**config.mk**
```make
export PLATFORM = sky130hd
export DESIGN_NAME = logic_muxn_arb
export DESIGN_NICKNAME = d
export VERILOG_FILES = /design/src/rtl/logic_mux_pkg.sv /design/src/rtl/logic_rr_arb.sv /design/src/rtl/logic_muxn_arb.sv
export SDC_FILE = /design/constraint.sdc
export NUM_CORES = 1
export LEC_CHECK = 0
export ABC_CLOCK_PERIOD_IN_PS = 3700
export CORE_ASPECT_RATIO = 1.1
export CORE_MARGIN = 2
export CORE_UTILIZATION = 45
export CTS_CLUSTER_DIAMETER = 100
export DETAILED_ROUTE_END_ITERATION = 16
export PLACE_DENSITY = 0.88
export SETUP_SLACK_MARGIN = 0.05
export SYNTH_ARGS = -nofsm -noshare
export SYNTH_HDL_FRONTEND = slang
export SYNTH_SLANG_ARGS = --single-unit
export TNS_END_PERCENT = 10
```
**constraint.sdc**
```tcl
create_clock -name clk -period 3.7 [get_ports clk]
set_input_delay 0.37 -clock clk [delete_from_list [all_inputs] [get_ports clk]]
set_output_delay 0.37 -clock clk [all_outputs]
set_load 0.03 [all_outputs]
```
**src/rtl/logic_mux_pkg.sv**
```systemverilog
`default_nettype none
// ============================================================================
//  Module      : logic_mux_pkg
//  Description : Shared types and helpers for the N-channel registered mux
//                and its round-robin arbiter.
//  Revision    : 1.0 - initial release
// ============================================================================
package logic_mux_pkg;

    // Channel-selection mode as presented on mode_i
    typedef enum logic {
        MODE_DIRECT = 1'b0,
        MODE_RR     = 1'b1
    } mux_mode_e;

    // Modulo-n increment; any idx >= n-1 wraps to 0 so results stay below n
    function automatic int unsigned next_idx(input int unsigned idx, input int unsigned n);
        return ((idx + 1) >= n) ? 0 : (idx + 1);
    endfunction

endpackage
`default_nettype wire

```
**src/rtl/logic_rr_arb.sv**
```systemverilog
`default_nettype none
// ============================================================================
//  Module      : logic_rr_arb
//  Description : Combinational rotate-priority arbiter. Searches requests
//                starting at ptr+1 and wrapping modulo N_CH.
//  Revision    : 1.0 - initial release
// ============================================================================
module logic_rr_arb
    import logic_mux_pkg::*;
#(
    parameter  int N_CH  = 4,
    localparam int SEL_W = $clog2(N_CH)
) (
    input  logic [N_CH-1:0]  req,
    input  logic [SEL_W-1:0] ptr,
    output logic             gnt_valid,
    output logic [SEL_W-1:0] gnt_idx
);

    int unsigned      w_cand;
    logic [SEL_W-1:0] w_cand_idx;

    // Walk every channel once, starting after the last winner; first hit wins
    always_comb begin
        gnt_valid  = 1'b0;
        gnt_idx    = '0;
        w_cand     = 32'(ptr);
        w_cand_idx = '0;
        for (int i = 0; i < N_CH; i++) begin
            w_cand     = next_idx(w_cand, N_CH);
            w_cand_idx = SEL_W'(w_cand);
            if (!gnt_valid && req[w_cand_idx]) begin
                gnt_valid = 1'b1;
                gnt_idx   = w_cand_idx;
            end
        end
    end

endmodule
`default_nettype wire

```
**src/rtl/logic_muxn_arb.sv**
```systemverilog
`default_nettype none
// ============================================================================
//  Module      : logic_muxn_arb
//  Description : N-channel, WIDTH-bit registered multiplexer with direct or
//                round-robin channel selection and a one-entry valid/ready
//                output register.
//  Revision    : 1.0 - initial release
// ============================================================================
module logic_muxn_arb
    import logic_mux_pkg::*;
#(
    parameter  int WIDTH = 8,
    parameter  int N_CH  = 4,
    localparam int SEL_W = $clog2(N_CH)
) (
    input  logic                  clk,
    input  logic                  rst,
    input  logic                  mode_i,
    input  logic [SEL_W-1:0]      sel_i,
    input  logic [N_CH*WIDTH-1:0] in_data_i,
    input  logic [N_CH-1:0]       in_valid_i,
    output logic [N_CH-1:0]       in_ready_o,
    output logic [WIDTH-1:0]      out_data_o,
    output logic [SEL_W-1:0]      out_ch_o,
    output logic                  out_valid_o,
    input  logic                  out_ready_i
);

    localparam logic [SEL_W-1:0] c_ptr_rst = SEL_W'(N_CH - 1);

    // Output register; r_out_valid is the EMPTY/FULL state
    logic [WIDTH-1:0] r_out_data;
    logic [SEL_W-1:0] r_out_ch;
    logic             r_out_valid;
    logic [SEL_W-1:0] r_rr_ptr;

    mux_mode_e        w_mode;
    logic             w_load_en;
    logic             w_sel_in_range;
    logic             w_dir_valid;
    logic             w_rr_valid;
    logic [SEL_W-1:0] w_rr_idx;
    logic             w_gnt_valid;
    logic [SEL_W-1:0] w_gnt_idx;
    logic [WIDTH-1:0] w_gnt_data;
    logic [N_CH-1:0]  w_ready;

    assign w_mode    = mux_mode_e'(mode_i);
    assign w_load_en = !r_out_valid || out_ready_i;

    logic_rr_arb #(
        .N_CH (N_CH)
    ) u_rr_arb (
        .req       (in_valid_i),
        .ptr       (r_rr_ptr),
        .gnt_valid (w_rr_valid),
        .gnt_idx   (w_rr_idx)
    );

    // Pick the grant source; out-of-range selects simply produce no grant
    always_comb begin
        w_sel_in_range = ({{(32-SEL_W){1'b0}}, sel_i} < 32'(N_CH));
        w_dir_valid    = w_sel_in_range && in_valid_i[sel_i];
        if (w_mode == MODE_DIRECT) begin
            w_gnt_valid = w_load_en && w_dir_valid;
            w_gnt_idx   = sel_i;
        end else begin
            w_gnt_valid = w_load_en && w_rr_valid;
            w_gnt_idx   = w_rr_idx;
        end
    end

    // Winner's data and the one-hot ready fan-out; reset suppresses all accepts
    always_comb begin
        w_gnt_data = '0;
        w_ready    = '0;
        for (int k = 0; k < N_CH; k++) begin
            if (w_gnt_idx == SEL_W'(k)) begin
                w_gnt_data = in_data_i[k*WIDTH +: WIDTH];
                w_ready[k] = !rst && w_gnt_valid;
            end
        end
    end

    // Output register load/drain and round-robin pointer update
    always_ff @(posedge clk) begin
        if (rst) begin
            r_out_valid <= 1'b0;
            r_out_data  <= '0;
            r_out_ch    <= '0;
            r_rr_ptr    <= c_ptr_rst;
        end else if (w_load_en) begin
            if (w_gnt_valid) begin
                r_out_valid <= 1'b1;
                r_out_data  <= w_gnt_data;
                r_out_ch    <= w_gnt_idx;
                r_rr_ptr    <= w_gnt_idx;
            end else begin
                r_out_valid <= 1'b0;
            end
        end
    end

    assign in_ready_o  = w_ready;
    assign out_data_o  = r_out_data;
    assign out_ch_o    = r_out_ch;
    assign out_valid_o = r_out_valid;

endmodule
`default_nettype wire

```
==> metrics.csv <==
stage;metric;value;unit
worst_setup_path;CP startpoint;r_rr_ptr[0]$_SDFFE_PP1P_;
worst_setup_path;r2r worst-path depth;9;
timing;fmax;286.4;MHz
worst_setup_path;Critical Path End;in_ready_o[2];
cts;Num CTS Buffers;3;
worst_setup_path;crit path kind;flip-flop to output pin;
timing;Final Setup Violations;0;
synthesis;post-synth top area share;16.87;%
die;Die Width;59.83;µm
cts;H-tree depth;1;
global_route;Tot GR Track Use;25.26;%
synthesis;cell taking the most area after synthesis;dfxtp_1;
routing;Routed WL;5.040;mm
timing;final hold vios;0;
worst_setup_path;Worst Path Required;3330;ps
placed_design;input/output buffers;56;
routing;Post-DRT Antenna Nets;0;
synthesis;ranking of synthesized cells by area;dfxtp_1 17%, o221ai_1 9.1%, mux4_2 5.8%;
timing;minimum clock period;3491;ps
finish;most common cell after layout, fill and taps aside;clkdlybuf4s50_1;
cts;CTS root buf;clkbuf_4;
worst_setup_path;RR Startpoint;r_rr_ptr[0]$_SDFFE_PP1P_;
min_path;Hold Path Class;flip-flop to flip-flop;
power;LEAKAGE;0.8543;nW
routing;# DRC;0;
timing;Slew @ Worst Pin;1227;ps
global_route;global-route wire length before repair;7.803;mm
finish;# nets final;308;
power;Overall Power;0.7978;mW
power;Max IR drop VDD;0.1597;mV
cts;Worst-path clk slew;80;ps
die;Rows;22;
finish;antenna cells;0;
global_route;number of global-route vias before repair;1770;
synthesis;Avg Cell Area, Syn;7.600;µm²
synthesis;Syn. warnings;0;
worst_setup_path;CP endpoint kind;output pin;
synthesis;syn_nets;251;
worst_setup_path;RR Endpoint;out_data_o[2]$_SDFFE_PP0P_;
cts;Clock Sinks;13;
timing;TNS Setup;0;ps
finish;fin cells;295;
placed_design;GP Congestion;0.8700;
timing;Fin Clk Skew;5.691;ps
global_route;largest net degree at the start of global routing;22;
die;num ports;57;
finish;# fillers;301;
finish;Layout area overhead;43.96;%
run_status;status;finished clean;
finish;Seq. cell area;265.3;µm²
routing;Via density;6.641;
worst_setup_path;worst reg2reg setup slack;560;ps
timing;Slew HR;18.03;%
cts;Worst-Skew Late Latency;280;ps
timing;period utilization;94.36;%
cts;CTS tree;yes;
routing;drt wl/cell;17.08;µm
synthesis;number of synthesized flops with an enable pin;0;
synthesis;predominant post-synthesis flop cell;dfxtp_1;
power;PwrDens;359.2;nW/µm²
die;Die H;65.41;µm
finish;fraction of layout cells with a size suffix above 1;13.51;%
run;# Max-Cap Violations;0;
timing;RSZ-0062 raised after global routing;no;
routing;DRT iter0 DRCs;118;
routing;DR pass1 iterations;4;
cts;cts hold-fix bufs;0;
global_route;total global routing overflow;0;
worst_setup_path;worst-path fanout max;12;
die;full die area;3913;µm²
cts;Max clock buf depth;2;
global_route;initial antenna violation count;0;
synthesis;synthesized flop and latch total;13;
synthesis;post-synthesis sequential area ratio;16.87;%
placed_design;DP HPWL;3.707;mm
synthesis;Synth async-reset ratio;0;%
worst_setup_path;CP Launch Type;flip-flop;
timing;Hold WS;464.7;ps
timing;Max Slew Vio Count;0;
die;Core ar.;3303;µm²
routing;vias;1959;
finish;commonest cells after routing, fill and taps aside;52 x clkdlybuf4s50_1, 18 x buf_4, 17 x o21ai_0, 16 x o221ai_1, 15 x nand2_1;
synthesis;post-synthesis cell type count;42;
worst_setup_path;WP data arrival;3120;ps
die;Initial Util;46.70;%
finish;area of the multi-input gates;1171;µm²
synthesis;area of the mapped netlist;1543;µm²
synthesis;Mapped Cells;203;
placed_design;placed cells;290;
-- metal layers --
layer,GRT usage [%],vias to the layer above,part of all wire [%]
met5,0,-,0
met4,12.22,0,2.3
met3,3.937,11,6.4
met2,40.90,95,50
met1,32.01,935,41
li1,-,918,-
-- state kept, by name (all words and copies together) (netlist names) --
name and cells:
out_data_o 8, out_ch_o 2, r_rr_ptr 2, out_valid_o 1
-- critical path: stages, from the launching register on --
cell and delay (ps):
dfxtp_4 440, inv_1 100, ha_2 410, or4b_2 600, o22ai_1 170, a21oi_1 110, or2_1 250, a21oi_2 220
buf_4 160, nand2_1 60, nor2_1 140, buf_4 180
-- layout make-up --
type,instances,area share [%]
timing repair buffer,71,29.92
multi-input combinational,158,52.73
tap,36,2.028
sequential,13,11.94
inverter,13,2.197
clock buffer,4,1.183
-- metrics by stage --
stage / worst slack [ps] / cell area (µm²) / util (%)
after floorplan: 1.102 / 1549 / -
after global placement: 200.3 / 2157 / 65.30
after detailed placement: 96.02 / 2157 / 65.30
after CTS: 70.26 / 2192 / 66.36
after global routing: 63.77 / 2221 / 67.23
final: 208.6 / 2221 / 67.23
-- logic make-up (layout without fill, tap and decap cells) --
kind of cell	after synthesis	in the layout	synth area share (%)
flip-flops	13	13	16.87
AO/OA/AOI/OAI	88	88	41.53
AND/OR/NAND/NOR	56	56	18.98
adder cells (fa/ha/maj)	6	6	4.866
buffers and inverters	32	88	9.327
multiplexers	8	8	8.435
-- report_power, final --
| group | switching (mW) | total, mW | internal [mW] |
|---|---|---|---|
| logic | 0.288 | 0.521 | 0.233 |
| registers | 0.0203 | 0.187 | 0.166 |
| clock network | 0.0484 | 0.0903 | 0.0419 |
-- cell usage after synthesis, types with 4 or more instances --
library cell	count
clkbuf_1	8
o21ai_0	17
a311oi_1	8
buf_2	6
o221ai_1	16
ha_1	6
a22o_1	8
nor2_1	10
mux4_2	4
or2_1	4
o211ai_1	8
nand2b_1	5
mux2i_1	4
a22oi_1	8
and3_1	8
inv_1	13
dfxtp_1	13
a21oi_1	10
nand2_1	15
-- how the worst min path moves through the flow --
stage	end	slack [ps]	cells after the start	from
after detailed placement	out_ch_o[1]$_SDFFE_PP0P_	460	2	out_ch_o[1]$_SDFFE_PP0P_
after global placement	out_ch_o[1]$_SDFFE_PP0P_	440	2	out_ch_o[1]$_SDFFE_PP0P_
after CTS	out_ch_o[1]$_SDFFE_PP0P_	470	2	out_ch_o[1]$_SDFFE_PP0P_
after global routing	out_ch_o[0]$_SDFFE_PP0P_	500	2	out_ch_o[0]$_SDFFE_PP0P_
final	out_ch_o[1]$_SDFFE_PP0P_	460	2	out_ch_o[1]$_SDFFE_PP0P_
after floorplan	r_rr_ptr[1]$_SDFFE_PP1P_	520	2	r_rr_ptr[1]$_SDFFE_PP1P_
-- repair_timing --
item | 4_1_cts | 5_1_grt
gates cloned | 0 | 0
setup buffers | 0 | 1
setup endpoints to repair | 4 | 4
resized for setup | 5 | 5
No activity file was read; power rests on OpenSTA's default activity.
